==> src/rtl/box_slot_manager_if.sv <==
// Box offer port between the detector (master) and the slot manager (slave).
// Handshake: a box transfers on every pixelclk rising edge where box_valid && box_ready;
// box_ready never depends on box_valid, and the detector holds the box fields stable while box_valid is high.
interface box_slot_manager_if #(
  parameter int CW = 12
) ();
  logic          box_valid;
  logic          box_ready;
  logic [CW-1:0] box_hl;
  logic [CW-1:0] box_hr;
  logic [CW-1:0] box_vt;
  logic [CW-1:0] box_vb;

  modport master (
    output box_valid, box_hl, box_hr, box_vt, box_vb,
    input  box_ready
  );

  modport slave (
    input  box_valid, box_hl, box_hr, box_vt, box_vb,
    output box_ready
  );
endinterface

==> src/rtl/box_slot_manager.sv <==
// Frame-synchronous slot scheduler: boxes collect into a shadow table during a frame
// and the whole table is swapped into the active overlay table one cycle after the vsync edge.
module box_slot_manager #(
  parameter int NUM_BOXES   = 8,
  parameter int CW          = 12,
  parameter int HOLD_FRAMES = 3,
  parameter bit VS_POL      = 1'b1
) (
  input  logic                    pixelclk,
  input  logic                    reset,
  input  logic                    i_vsync,
  box_slot_manager_if.slave       det,
  output logic [NUM_BOXES-1:0]    slot_en,
  output logic [NUM_BOXES*CW-1:0] slot_hl,
  output logic [NUM_BOXES*CW-1:0] slot_hr,
  output logic [NUM_BOXES*CW-1:0] slot_vt,
  output logic [NUM_BOXES*CW-1:0] slot_vb,
  output logic [3:0]              frame_cnt,
  output logic                    overflow,
  output logic [7:0]              reject_cnt,
  output logic                    state_dbg
);

  localparam int            HW       = (HOLD_FRAMES < 1) ? 1 : $clog2(HOLD_FRAMES + 1);
  localparam logic [HW-1:0] HOLD_MAX = HW'(HOLD_FRAMES);
  localparam logic [3:0]    CNT_MAX  = 4'(NUM_BOXES);

  typedef enum logic {
    COLLECT = 1'b0,
    SWAP    = 1'b1
  } state_t;

  state_t state;
  state_t state_nxt;

  logic                 vsync_d;
  logic                 frame_edge;
  logic                 box_ready_c;
  logic                 xfer;
  logic                 legal;
  logic [3:0]           sh_cnt;
  logic                 sh_ovf;
  logic [7:0]           sh_rej;
  logic [HW-1:0]        hold;
  logic [NUM_BOXES-1:0] en_mask;

  logic [CW-1:0] sh_hl  [NUM_BOXES];
  logic [CW-1:0] sh_hr  [NUM_BOXES];
  logic [CW-1:0] sh_vt  [NUM_BOXES];
  logic [CW-1:0] sh_vb  [NUM_BOXES];
  logic [CW-1:0] act_hl [NUM_BOXES];
  logic [CW-1:0] act_hr [NUM_BOXES];
  logic [CW-1:0] act_vt [NUM_BOXES];
  logic [CW-1:0] act_vb [NUM_BOXES];

  assign frame_edge    = (i_vsync == VS_POL) && (vsync_d != VS_POL);
  assign legal         = (det.box_hl < det.box_hr) && (det.box_vt < det.box_vb);
  assign xfer          = det.box_valid && box_ready_c;
  assign det.box_ready = box_ready_c;
  assign state_dbg     = (state == SWAP);

  always_comb begin
    state_nxt   = state;
    box_ready_c = 1'b0;
    case (state)
      COLLECT: begin
        box_ready_c = 1'b1;
        if (frame_edge) state_nxt = SWAP;
      end
      SWAP:    state_nxt = COLLECT;
      default: state_nxt = COLLECT;
    endcase
  end

  // Thermometer of the stored entry count: the enables a non-empty swap installs.
  always_comb begin
    en_mask = '0;
    for (int i = 0; i < NUM_BOXES; i++) begin
      en_mask[i] = (4'(i) < sh_cnt);
    end
  end

  always_ff @(posedge pixelclk) begin
    if (reset) begin
      state      <= COLLECT;
      vsync_d    <= 1'b0;
      sh_cnt     <= '0;
      sh_ovf     <= 1'b0;
      sh_rej     <= '0;
      hold       <= '0;
      slot_en    <= '0;
      frame_cnt  <= '0;
      overflow   <= 1'b0;
      reject_cnt <= '0;
    end else begin
      state   <= state_nxt;
      vsync_d <= i_vsync;
      if (state == SWAP) begin
        frame_cnt  <= sh_cnt;
        overflow   <= sh_ovf;
        reject_cnt <= sh_rej;
        sh_cnt     <= '0;
        sh_ovf     <= 1'b0;
        sh_rej     <= '0;
        // An empty frame keeps the previous boxes for up to HOLD_FRAMES swaps.
        if (sh_cnt != 4'd0) begin
          slot_en <= en_mask;
          hold    <= '0;
        end else if (hold < HOLD_MAX) begin
          hold <= hold + HW'(1);
        end else begin
          slot_en <= '0;
        end
      end else if (xfer) begin
        if (!legal) begin
          if (sh_rej != 8'hFF) sh_rej <= sh_rej + 8'd1;
        end else if (sh_cnt < CNT_MAX) begin
          sh_cnt <= sh_cnt + 4'd1;
        end else begin
          sh_ovf <= 1'b1;
        end
      end
    end
  end

  always_ff @(posedge pixelclk) begin
    if (reset) begin
      for (int i = 0; i < NUM_BOXES; i++) begin
        sh_hl[i] <= '0;
        sh_hr[i] <= '0;
        sh_vt[i] <= '0;
        sh_vb[i] <= '0;
      end
    end else begin
      for (int i = 0; i < NUM_BOXES; i++) begin
        if (xfer && legal && (sh_cnt == 4'(i))) begin
          sh_hl[i] <= det.box_hl;
          sh_hr[i] <= det.box_hr;
          sh_vt[i] <= det.box_vt;
          sh_vb[i] <= det.box_vb;
        end
      end
    end
  end

  // The whole shadow table is copied; slots at or above the count are masked by slot_en.
  always_ff @(posedge pixelclk) begin
    if (reset) begin
      for (int i = 0; i < NUM_BOXES; i++) begin
        act_hl[i] <= '0;
        act_hr[i] <= '0;
        act_vt[i] <= '0;
        act_vb[i] <= '0;
      end
    end else if ((state == SWAP) && (sh_cnt != 4'd0)) begin
      for (int i = 0; i < NUM_BOXES; i++) begin
        act_hl[i] <= sh_hl[i];
        act_hr[i] <= sh_hr[i];
        act_vt[i] <= sh_vt[i];
        act_vb[i] <= sh_vb[i];
      end
    end
  end

  for (genvar g = 0; g < NUM_BOXES; g++) begin : g_pack
    assign slot_hl[g*CW +: CW] = act_hl[g];
    assign slot_hr[g*CW +: CW] = act_hr[g];
    assign slot_vt[g*CW +: CW] = act_vt[g];
    assign slot_vb[g*CW +: CW] = act_vb[g];
  end

endmodule

==> src/flat_wrapper.sv <==
// flat-port wrapper written by rule: the top's interface ports become plain ports
module box_slot_manager_flat 
#(
  parameter int NUM_BOXES   = 8,
  parameter int CW          = 12,
  parameter int HOLD_FRAMES = 3,
  parameter bit VS_POL      = 1'b1
)
  (pixelclk, reset, i_vsync, slot_en, slot_hl, slot_hr, slot_vt, slot_vb, frame_cnt, overflow, reject_cnt, state_dbg, det_box_valid, det_box_hl, det_box_hr, det_box_vt, det_box_vb, det_box_ready);
  box_slot_manager_if #(.CW(CW)) det_i ();
  input  logic pixelclk;
  input  logic reset;
  input  logic i_vsync;
  output logic [NUM_BOXES-1:0] slot_en;
  output logic [NUM_BOXES*CW-1:0] slot_hl;
  output logic [NUM_BOXES*CW-1:0] slot_hr;
  output logic [NUM_BOXES*CW-1:0] slot_vt;
  output logic [NUM_BOXES*CW-1:0] slot_vb;
  output logic [3:0] frame_cnt;
  output logic overflow;
  output logic [7:0] reject_cnt;
  output logic state_dbg;
  input wire logic [$bits(det_i.box_valid)-1:0] det_box_valid;
  input wire logic [$bits(det_i.box_hl)-1:0] det_box_hl;
  input wire logic [$bits(det_i.box_hr)-1:0] det_box_hr;
  input wire logic [$bits(det_i.box_vt)-1:0] det_box_vt;
  input wire logic [$bits(det_i.box_vb)-1:0] det_box_vb;
  output wire logic [$bits(det_i.box_ready)-1:0] det_box_ready;
  assign det_i.box_valid = det_box_valid;
  assign det_i.box_hl = det_box_hl;
  assign det_i.box_hr = det_box_hr;
  assign det_i.box_vt = det_box_vt;
  assign det_i.box_vb = det_box_vb;
  assign det_box_ready = det_i.box_ready;
  box_slot_manager #(.NUM_BOXES(NUM_BOXES), .CW(CW), .HOLD_FRAMES(HOLD_FRAMES), .VS_POL(VS_POL)) u_core (.pixelclk(pixelclk), .reset(reset), .i_vsync(i_vsync), .det(det_i), .slot_en(slot_en), .slot_hl(slot_hl), .slot_hr(slot_hr), .slot_vt(slot_vt), .slot_vb(slot_vb), .frame_cnt(frame_cnt), .overflow(overflow), .reject_cnt(reject_cnt), .state_dbg(state_dbg));
endmodule
==> config.mk <==
export PLATFORM = sky130hd
export DESIGN_NAME = box_slot_manager_flat
export DESIGN_NICKNAME = d
export VERILOG_FILES = /design/src/rtl/box_slot_manager_if.sv /design/src/rtl/box_slot_manager.sv /design/src/flat_wrapper.sv
export SDC_FILE = /design/constraint.sdc
export NUM_CORES = 1
export LEC_CHECK = 0
export CAP_MARGIN = 5
export CORE_MARGIN = 1.5
export CORE_UTILIZATION = 40
export CTS_BUF_LIST = sky130_fd_sc_hd__clkbuf_8
export DETAILED_ROUTE_END_ITERATION = 16
export PLACE_DENSITY = 0.73
export SETUP_SLACK_MARGIN = 0.2
export SYNTH_ARGS = -nofsm -noshare
export SYNTH_HDL_FRONTEND = slang
export SYNTH_SLANG_ARGS = --single-unit
==> constraint.sdc <==
create_clock -name pixelclk -period 12.2 [get_ports pixelclk]
set_input_delay 1.22 -clock pixelclk [delete_from_list [all_inputs] [get_ports pixelclk]]
set_output_delay 1.22 -clock pixelclk [all_outputs]
set_load 0.05 [all_outputs]
# After elaboration in Yosys (flattened, before gate mapping)
# Memories as Yosys holds them, arrays and structs flattened.
# Index checks and enable logic that the tools add are counted.
# classes
n_addsub,3
mul,0
div_mod_pow,0
n_lt_le_gt_ge,12
eq_ne,9
shifts,0
mux,100
bitwise_logic,68
n_reduce_logical,22
# ops
cell,n
12-bit 2-to-1 mux,64
1-bit bitwise OR,64
1-bit 2-to-1 mux,31
12-bit < comparator,2
4-bit by 3-bit equality test with 1-bit output (second input constant),4
3-bit by 4-bit < comparator with 1-bit output (first input constant),4
8-bit 2-to-1 mux,2
1-bit logical AND,13
3-bit AND reduction,3
8-bit by 1-bit adder with 8-bit output (second input constant),1
4-bit by 2-bit equality test with 1-bit output (second input constant),2
1-bit by 4-bit < comparator with 1-bit output (first input constant),2
2-bit by 4-bit < comparator with 1-bit output (first input constant),2
8-bit inequality test (second input constant),1
4-bit by 1-bit adder with 4-bit output (second input constant),1
4-bit by 1-bit equality test with 1-bit output (second input constant),1
4-bit logical NOT,1
4-bit < comparator (second input constant),1
2-bit 2-to-1 mux,2
1-bit inverter,4
2-bit AND reduction,2
4-bit nonzero test,1
2-bit by 1-bit adder with 2-bit output (second input constant),1
2-bit < comparator (second input constant),1
4 further kinds,4
# totals
register_bits,38
latchBits,0
ramBits,768
romBits,0
in_bits,52
output_inout_bits,407
word_cells,232
mem_count,8
# memory_table
memory,depth,word_bits,read_ports,rd_clocked_by_memory_dff,wr,line,rtl
u_core.act_hl,8,12,8,0,8,box_slot_manager.sv:51,logic [CW-1:0] act_hl [NUM_BOXES];
u_core.act_hr,8,12,8,0,8,box_slot_manager.sv:52,logic [CW-1:0] act_hr [NUM_BOXES];
u_core.act_vb,8,12,8,0,8,box_slot_manager.sv:54,logic [CW-1:0] act_vb [NUM_BOXES];
u_core.act_vt,8,12,8,0,8,box_slot_manager.sv:53,logic [CW-1:0] act_vt [NUM_BOXES];
u_core.sh_hl,8,12,8,0,8,box_slot_manager.sv:47,logic [CW-1:0] sh_hl [NUM_BOXES];
u_core.sh_hr,8,12,8,0,8,box_slot_manager.sv:48,logic [CW-1:0] sh_hr [NUM_BOXES];
2 more memories,-,-,-,-,-,-,

# Depth between registers and ports, before layout
# Gate-level depths: netlist of run 1.
# logic_depth
ltp_word,8
ltp_mapped,12
depth_no_buf,9

# Worst setup path before layout of run 1
# No wires, ideal clock.
# synth_path
kind,input port to flip-flop
from,in reset
to,mem u_core.act_hl[0][0] (enable)
setup_ns,0.817
arrival_time_ns,11.139
required_ns,11.383
path_slack_ns,0.243
path_stages,4
n_path_buf,3
cell_sequence,clkbuf_1 clkbuf_1 clkbuf_1 nand2b_1
# synth_lines
item,line,rtl
from (decl),flat_wrapper.sv:12,input logic reset;
to (decl),box_slot_manager.sv:51,

==> results of run 1 <==
[sequential cells by signal (all words and copies together), names as in the netlist]
signal and flops:
u_core.frame_cnt 4, u_core.vsync_d 1, u_core.sh_hl 96, u_core.act_vt 96, u_core.slot_en 8, u_core.state_dbg 1
u_core.overflow 1, u_core.reject_cnt 8, u_core.sh_ovf 1, u_core.act_vb 96, u_core.sh_vb 96, u_core.act_hl 96
u_core.act_hr 96, u_core.sh_cnt 4, u_core.hold 2, u_core.sh_rej 8, u_core.sh_vt 96, u_core.sh_hr 96
[routing by layer]
| metal | GRT usage (%) | vias up | wire [µm] |
|---|---|---|---|
| met1 | 26.02 | 8351 | 31580 |
| met4 | 6.236 | 0 | 1696 |
| met5 | 0 | - | 0 |
| li1 | - | 7581 | - |
| met2 | 33.13 | 770 | 37500 |
| met3 | 5.307 | 137 | 6377 |
[final timing paths]
| check | start | end | slack (ps) | depth (start not counted) |
|---|---|---|---|---|
| setup / recovery | det_box_vb[11] | u_core.sh_vb[3][1]$_SDFFCE_PN0P_ | 6850 | 11 |
| hold / removal | u_core.vsync_d$_SDFF_PP0_ | u_core.state_dbg$_SDFF_PP0_ | 400 | 1 |
| setup reg to reg | u_core.sh_cnt[1]$_SDFFE_PP0P_ | u_core.act_hr[0][34]$_SDFFCE_PN0P_ | 8070 | 7 |
| hold reg to reg | u_core.vsync_d$_SDFF_PP0_ | u_core.state_dbg$_SDFF_PP0_ | 400 | 1 |
[report_power, final]
| part | switching, W | internal, W | leakage, nW | total [W] |
|---|---|---|---|---|
| registers | 0.0000444 | 0.00318 | 8.18 | 0.00322 |
| clock network | 0.00105 | 0.00106 | 1.29 | 0.00211 |
| logic | 0.000438 | 0.000158 | 4.48 | 0.000597 |
[synth_stat cells, types with 4 or more instances]
cell type | count | area (µm²)
edfxtp_1 | 768 | 23060
mux2i_1 | 14 | 140.1
nand2_1 | 23 | 86.33
o21ai_1 | 5 | 25.02
inv_1 | 77 | 289.0
nor2_1 | 309 | 1160
nand4_1 | 5 | 31.28
nand2b_1 | 56 | 350.3
a21oi_1 | 24 | 120.1
clkbuf_1 | 73 | 274.0
buf_1 | 10 | 37.54
nor2_4 | 20 | 225.2
o21ai_0 | 4 | 20.02
buf_6 | 5 | 56.30
nor2b_1 | 98 | 613.1
ha_1 | 27 | 337.8
a31o_2 | 4 | 35.03
dfxtp_1 | 38 | 760.7
and2_1 | 290 | 1814
[worst max-delay path: stages]
cell and delay (ps):
clkdlybuf4s50_1 540, inv_1 60, ha_1 360, a211oi_1 250, o21ai_1 320, a221oi_2 300
o21a_2 250, and2_1 230, nand4_1 820, buf_4 600, nand2b_4 650
[final cells by class]
cell class	instances	area, µm²	share of cell area, %
Inverter	77	289.0	0.7671
Multi-Input combinational cell	920	5356	14.22
Tap cell	959	1200	3.185
Clock inverter	84	466.7	1.239
Timing Repair Buffer	473	4711	12.50
Sequential cell	806	23820	63.23
Clock buffer	133	1831	4.859
[kinds of logic (layout without fill, tap and decap cells)]
group                    count (synthesis)  in the layout  synth area share (%)
multiplexers                            14             14                0.4701
buffers and inverters                  169            767                 2.371
XOR/XNOR                                 3              3               0.08816
AND/OR/NAND/NOR                        821            821                 14.80
AO/OA/AOI/OAI                           55             55                 1.217
adder cells (fa/ha/maj)                 27             27                 1.133
flip-flops                             806            806                 79.92
[metrics by stage]
| stage | utilization (%) | setup WS, ps | total power (W) | instances |
|---|---|---|---|---|
| after floorplan | - | 243.3 | 0.003658 | 1895 |
| after global placement | 48.25 | 6414 | 0.003870 | 3235 |
| after detailed placement | 48.25 | 6201 | 0.003880 | 3235 |
| after CTS | 51.38 | 7020 | 0.005994 | 3452 |
| after global routing | 51.38 | 6727 | 0.006133 | 3452 |
| final | 51.38 | 6850 | 0.005928 | 3452 |
==> flow_summary.json, run 1 <==
{
  "status": "finished, final reports clean",
  "drt_iter0_markers": 1375,
  "antenna_found_initial": 0,
  "mostFrequentLayoutCells": "edfxtp_1, clkdlybuf4s50_1, nor2_1, and2_1, clkbuf_8",
  "synth_fp_nets": 1974,
  "drtAntennaViolNets": 0,
  "worst_slew_pin_slew_ps": 1362,
  "start_kind": "input port",
  "period_share_pct": 43.85,
  "numCtsBuffers": 131,
  "die_y_um": 276.0,
  "drt-wirelength-per-cell_um": 22.35,
  "endpoint_kind": "register",
  "cts_tree": "yes",
  "clk_pin_slew_ps": 60,
  "cts_setup_buffers": 0,
  "h-tree-depth": 4,
  "grt_pass1_wl_mm": 109.9,
  "fill_cells": 6054,
  "hold_buffers": 0,
  "ir_worst_vdd_v": 0.00009775,
  "cts-resized-gates": 0,
  "clockRootBuffer": "clkbuf_8",
  "design_area_um2": 37680,
  "finalNetCount": 2488,
  "synth_edf_count": 768,
  "drive_gt1_share_pct": 9.105,
  "avgSynthCellArea_um2": 15.73,
  "fmax_mhz": 186.9,
  "ys.warnings.count": 0,
  "io_pins": 459,
  "skew_ps": 41.48,
  "finalSetupViolations": 0,
  "cts_buffer_depth": 3,
  "grt_pass1_vias": 16900,
  "synth_area_um2": 29810,
  "die_x_um": 276.0,
  "grt_max_degree": 177,
  "synth_flop_cell": "edfxtp_1",
  "arrival_ps": 5700,
  "holdWs_ps": 404.2,
  "crit_required_ps": 12550,
  "yosys.cell_types.count": 43,
  "grt.overflow.total": 0,
  "diodes": 0,
  "crit_fanout": 48,
  "hold_path_class": "register to register",
  "insertion_delay_ps": 760,
  "dieArea_um2": 76170,
  "syn2layout_area_growth_pct": 26.39,
  "io_buffers": 458,
  "finalHoldViolCount": 0,
  "seq_area_frac_synth_pct": 79.92,
  "p_per_area_nw_per_um2": 157.3,
  "report.final.slew_viol_count": 0,
  "placed_area_um2": 35380,
  "viasPerCell": 4.878,
  "dr.pass1.iters": 5,
  "wl_mm": 77.15,
  "ys_async_sr_fraction_pct": 0,
  "crit_type": "input port to register",
  "p_leak_nw": 13.94,
  "drc": 0,
  "relSlewSlack_pct": 9.187,
  "syn_inst": 1895,
  "fin_setup_tns_ps": 0,
  "ys_ff_latch": 806,
  "place.gp.congestion": 0.8333,
  "hpwl_mm": 49.41,
  "vias": 16840,
  "cts_sinks": 806,
  "row_count": 99,
  "finalCriticalPeriod_ps": 5350,
  "rsz0062_at_grt": "no",
  "track_usage_pct": 20.09,
  "core_um2": 73330,
  "cap_violations": 0,
  "mostFrequentLayoutCell": "edfxtp_1",
  "initial_core_util_pct": 40.65
}
No activity file was read; power rests on OpenSTA's default activity.
==> run 2, diff against run 1 <==
--- a/config.mk
+++ b/config.mk
@@ -10,7 +10,7 @@
 export CORE_UTILIZATION = 40
 export CTS_BUF_LIST = sky130_fd_sc_hd__clkbuf_8
 export DETAILED_ROUTE_END_ITERATION = 16
-export PLACE_DENSITY = 0.73
+export PLACE_DENSITY = 0.7
 export SETUP_SLACK_MARGIN = 0.2
 export SYNTH_ARGS = -nofsm -noshare
 export SYNTH_HDL_FRONTEND = slang
==> constraint.sdc (replaced) <==
create_clock -name pixelclk -period 5.35 [get_ports pixelclk]
set_input_delay 0.535 -clock pixelclk [delete_from_list [all_inputs] [get_ports pixelclk]]
set_output_delay 0.535 -clock pixelclk [all_outputs]
set_load 0.05 [all_outputs]
==> run 2 against run 1 <==
Effect of this change:
- total power rose by 130%
- critical path depth fell by 1
- count of clock-buffer cells in the layout rose by 3
- die area did not move
- design area rose by 0.58%
- routed wire length fell by 1.0%
- first-iteration DRC count fell by 4.7%
- critical path type unchanged
==> flow_summary.json, run 2 (synthesis gave the netlist of run 1 again) <==
{
  "io_pins": 459,
  "fmax_mhz": 280.9,
  "cap_violations": 0,
  "h-tree-depth": 4,
  "finalCriticalPeriod_ps": 3560,
  "viasPerCell": 4.836,
  "rrSetupSlack_ps": 2180,
  "row_count": 99,
  "clk_pin_slew_ps": 60,
  "cts_sinks": 806,
  "power_frac_comb_pct": 9.9,
  "place.gp.congestion": 0.8405,
  "dr_wl_met2_mm": 36.93,
  "hold_buffers": 0,
  "seqPwrFrac_pct": 53.6,
  "numCtsBuffers": 133,
  "clockRootBuffer": "clkbuf_8",
  "antenna_found_initial": 0,
  "relSlewSlack_pct": 34.81,
  "syn2layout_area_growth_pct": 27.13,
  "status": "finished, final reports clean",
  "period_share_pct": 66.55,
  "finalNetCount": 2496,
  "clkPwrFrac_pct": 36.5,
  "switchingPower_w": 0.003525,
  "drt-wirelength-per-cell_um": 22.00,
  "top_layer_used": "met4",
  "routed-wl-met3_mm": 6.673,
  "sw_frac_of_total_pct": 25.73,
  "cts_tree": "yes",
  "skew_ps": 57.22,
  "cts_setup_buffers": 0,
  "finalHoldViolCount": 0,
  "cts_buffer_depth": 3,
  "drtAntennaViolNets": 0,
  "p_leak_nw": 14.05,
  "mostFrequentLayoutCell": "edfxtp_1",
  "io_buffers": 458,
  "initial_core_util_pct": 40.65,
  "die_y_um": 276.0,
  "crit_type": "input port to register",
  "drc": 0,
  "track_usage_pct": 19.75,
  "report.final.slew_viol_count": 0,
  "dr.pass1.iters": 5,
  "start_kind": "input port",
  "worst_slew_pin_slew_ps": 977.9,
  "utilization_pct": 51.68,
  "insertion_delay_ps": 770,
  "crit_required_ps": 5700,
  "hpwl_mm": 49.31,
  "holdWs_ps": 226.6,
  "drt_iter0_markers": 1311,
  "drive_gt1_share_pct": 9.315,
  "vias": 16790,
  "grt_pass1_vias": 16990,
  "arrival_ps": 3910,
  "endpoint_kind": "register",
  "grt_pass1_wl_mm": 107.6,
  "finalSetupViolations": 0,
  "rsz0062_at_grt": "no",
  "cts-resized-gates": 0,
  "hold_path_class": "input port to register",
  "ir_worst_vdd_v": 0.0001764,
  "grt.overflow.total": 0,
  "intPower_w": 0.01018,
  "m1WireLength_mm": 30.80,
  "wl_mm": 76.38,
  "core_um2": 73330,
  "p_per_area_nw_per_um2": 361.6,
  "dieArea_um2": 76170,
  "crit_fanout": 48,
  "die_x_um": 276.0,
  "grt_max_degree": 145,
  "fin_setup_tns_ps": 0,
  "mostFrequentLayoutCells": "edfxtp_1, clkdlybuf4s50_1, nor2_1, and2_1, clkbuf_8"
}
run 2: changes by cell type in the layout (fill, tap and decap cells not counted), sizes merged:
cell / delta
clkinvlp: -3
inv: +3
clkinv: +8
diode: +1
clkbuf: +3
bufinv: +2
buf: +6
run 2: power by group through the flow:
stage | Combinational (W) | Clock [W] | Sequential [W]
after floorplan | 0.000283 | 0 | 0.00800
after global placement | 0.00136 | 0 | 0.00747
after detailed placement | 0.00137 | 0 | 0.00748
after CTS | 0.00138 | 0.00511 | 0.00735
after global routing | 0.00143 | 0.00537 | 0.00737
final | 0.00136 | 0.00500 | 0.00735
run 2: critical path: stages:
cell and delay [ps]:
clkdlybuf4s50_1 500, inv_1 90, ha_1 310, a21oi_1 180
o21ai_1 250, a221oi_2 370, o21a_2 250, nand3_1 180
or3_2 520, nand2b_4 600
run 2: worst paths after layout:
kind | from | endpoint | cells after the start
setup / recovery | det_box_hr[5] | u_core.sh_vt[0][59]$_SDFFCE_PN0P_ | 10
hold / removal | reset | u_core.overflow$_SDFFE_PP0P_ | 2
setup reg to reg | u_core.state_dbg$_SDFF_PP0_ | u_core.sh_vt[0][59]$_SDFFCE_PN0P_ | 7
hold reg to reg | u_core.vsync_d$_SDFF_PP0_ | u_core.state_dbg$_SDFF_PP0_ | 1
run 2: through the flow:
stage	instances	worst slack [ps]	cell area, µm²	total power [W]
floorplan	1895	892.3	29820	0.008285
global route	3471	1613	37890	0.01416
detailed placement	3241	1020	35480	0.008851
global placement	3241	1106	35480	0.008835
finish	3472	1790	37900	0.01370
CTS	3471	1825	37890	0.01384
run 2: area by class of cell:
type                            instances  area (µm²)
Fill cell                            6037       35430
Sequential cell                       806       23820
Multi-Input combinational cell        920        5351
Timing Repair Buffer                  479        4818
Clock buffer                          136        1872
Tap cell                              959        1200
Clock inverter                         94       540.5
Inverter                               77       289.0
Antenna cell                            1       2.502
run 2: routing by layer:
metal / track usage [%] / up-vias
met3: 6.122 / 132
met4: 7.122 / 0
li1: - / 7614
met5: 0 / -
met2: 32.38 / 706
met1: 24.71 / 8338
==> run 3, diff against run 2 <==
--- a/config.mk
+++ b/config.mk
@@ -10,7 +10,7 @@
 export CORE_UTILIZATION = 40
 export CTS_BUF_LIST = sky130_fd_sc_hd__clkbuf_8
 export DETAILED_ROUTE_END_ITERATION = 16
-export PLACE_DENSITY = 0.7
+export PLACE_DENSITY = 0.73
 export SETUP_SLACK_MARGIN = 0.2
 export SYNTH_ARGS = -nofsm -noshare
 export SYNTH_HDL_FRONTEND = slang
==> constraint.sdc (replaced) <==
create_clock -name pixelclk -period 2.9 [get_ports pixelclk]
set_input_delay 0.29 -clock pixelclk [delete_from_list [all_inputs] [get_ports pixelclk]]
set_output_delay 0.29 -clock pixelclk [all_outputs]
set_load 0.05 [all_outputs]
==> run 3 against run 2 <==
Effect of this change:
- design area is 2.7% higher
- final cell count is 2.5% higher
- total power is 84% higher
- routed wire length is 2.5% higher
- register-to-register slack worse by 1800 ps
- utilization is 1.4 points higher
- worst setup slack worse by 1500 ps
- hold slack worse by 94 ps
- largest cell class unchanged
- highest routed layer unchanged
==> flow_summary.json, run 3 (synthesis gave the netlist of run 1 again) <==
{
  "viasPerCell": 4.822,
  "clk_pin_slew_ps": 60,
  "reg2reg_to": "u_core.act_hr[0][14]$_SDFFCE_PN0P_",
  "arrival_ps": 3040,
  "grt_pass1_wl_mm": 110.3,
  "crit_required_ps": 3330,
  "h-tree-depth": 4,
  "numCtsBuffers": 130,
  "cts_sinks": 806,
  "cts_buffer_depth": 3,
  "syn2layout_area_growth_pct": 30.53,
  "worstPathCellList": "clkdlybuf4s50_1 > inv_1 > ha_1 > a21oi_1 > o21ai_2 > a221oi_2 > o21a_2 > nand3_2 > buf_4 > nor2_1 > a31o_4 > buf_12",
  "place.gp.congestion": 0.8574,
  "mostFrequentLayoutCell": "edfxtp_1",
  "start_kind": "input port",
  "drt-wirelength-per-cell_um": 21.99,
  "endpoint_kind": "register",
  "rrSetupSlack_ps": 360,
  "finalCriticalPeriod_ps": 2605,
  "report.final.slew_viol_count": 0,
  "startpoint": "det_box_hr[5]",
  "mostFrequentLayoutCells": "edfxtp_1, clkdlybuf4s50_1, nor2_1, and2_1, clkbuf_8",
  "io_buffers": 458,
  "finalSetupViolations": 0,
  "insertion_delay_ps": 780,
  "grt.overflow.total": 0,
  "relSlewSlack_pct": 41.80,
  "reg2reg_depth": 6,
  "ir_worst_vdd_v": 0.0003496,
  "dieArea_um2": 76170,
  "die_x_um": 276.0,
  "period_share_pct": 89.84,
  "row_count": 99,
  "skew_ps": 42.39,
  "status": "finished, final reports clean",
  "fmax_mhz": 383.8,
  "cts_tree": "yes",
  "initial_core_util_pct": 40.65,
  "grt_pass1_vias": 17410,
  "cp-endpoint": "u_core.sh_hr[0][83]$_DFFE_PP_",
  "crit_type": "input port to register",
  "core_um2": 73330,
  "hpwl_mm": 53.73,
  "p_per_area_nw_per_um2": 647.5,
  "cap_violations": 0,
  "die_y_um": 276.0,
  "clockRootBuffer": "clkbuf_8",
  "dr.pass1.iters": 5,
  "max_stage_delay_ps": 490,
  "io_pins": 459,
  "track_usage_pct": 20.41,
  "antenna_found_initial": 0,
  "rr_startpoint": "u_core.sh_cnt[3]$_SDFFE_PP0P_",
  "holdWs_ps": 132.7,
  "finalHoldViolCount": 0,
  "wl_mm": 78.26,
  "drc": 0,
  "crit_fanout": 26,
  "hold_path_class": "input port to register",
  "cpMaxStageDelayCell": "clkdlybuf4s50_1",
  "p_leak_nw": 14.65,
  "fin_setup_tns_ps": 0,
  "grt_max_degree": 95,
  "drt_iter0_markers": 1247,
  "worst_slew_pin_slew_ps": 867.1,
  "finalPower_w": 0.02519,
  "fill_cells": 5832,
  "drive_gt1_share_pct": 12.89,
  "finalNetCount": 2587,
  "rsz0062_at_grt": "no",
  "diodes": 0,
  "drtAntennaViolNets": 0,
  "vias": 17160
}
==> run 3: per-stage QoR <==
step	cell area [µm²]	cells	util [%]	setup slack (ps)
6_report	38910	3558	53.06	294.6
5_1_grt	38910	3558	53.06	202.7
4_1_cts	38880	3556	53.03	208.5
3_5_place_dp	36530	3332	49.81	-615.9
3_3_place_gp	36530	3332	49.81	-575.0
2_1_floorplan	29930	1895	-	-943.3
==> run 3: area by class of cell <==
| class | count | area [µm²] | share of cell area (%) |
|---|---|---|---|
| Clock buffer | 139 | 1913 | 4.917 |
| Sequential cell | 806 | 23830 | 61.24 |
| Inverter | 77 | 289.0 | 0.7428 |
| Tap cell | 959 | 1200 | 3.084 |
| Multi-Input combinational cell | 920 | 5390 | 13.85 |
| Timing Repair Buffer | 573 | 5858 | 15.06 |
| Clock inverter | 84 | 432.9 | 1.113 |
==> run 3: power by group <==
part / switching (W) / internal, W
registers: 0.000214 / 0.0134
clock network: 0.00436 / 0.00460
logic: 0.00186 / 0.000807
==> run 3: worst min-delay path by stage <==
stage                             endpoint                       from  cells after the start  slack, ps
3_3_place_gp   u_core.state_dbg$_SDFF_PP0_  u_core.vsync_d$_SDFF_PP0_                      1        390
5_1_grt          u_core.vsync_d$_SDFF_PP0_                    i_vsync                      2        110
6_report         u_core.vsync_d$_SDFF_PP0_                    i_vsync                      2        130
2_1_floorplan  u_core.state_dbg$_SDFF_PP0_  u_core.vsync_d$_SDFF_PP0_                      1        360
3_5_place_dp   u_core.state_dbg$_SDFF_PP0_  u_core.vsync_d$_SDFF_PP0_                      1        390
4_1_cts          u_core.vsync_d$_SDFF_PP0_                    i_vsync                      2         60
==> run 3: timing repair <==
item	CTS	global route
resized for setup	2	3
hold endpoints to repair	25	0
hold buffers	1	0
setup buffers	0	2
pin swaps	0	3
endpoints found under the setup margin	2	384
==> run 3: worst max-delay path: cells and delay by family <==
kind                       cells  cell delay, ps
adders and majority gates      1             310
AOI/OAI and AO/OA              5            1170
and+or+nand+nor                2             270
buffers and inverters          4             940
==> run 3: layer usage <==
layer / share of wire, % / track usage [%] / vias up
li1: - / - / 7789
met1: 39 / 25.31 / 8454
met2: 50 / 34.82 / 783
met3: 7.7 / 5.081 / 130
met4: 2.5 / 7.080 / 0
met5: 0 / 0 / -
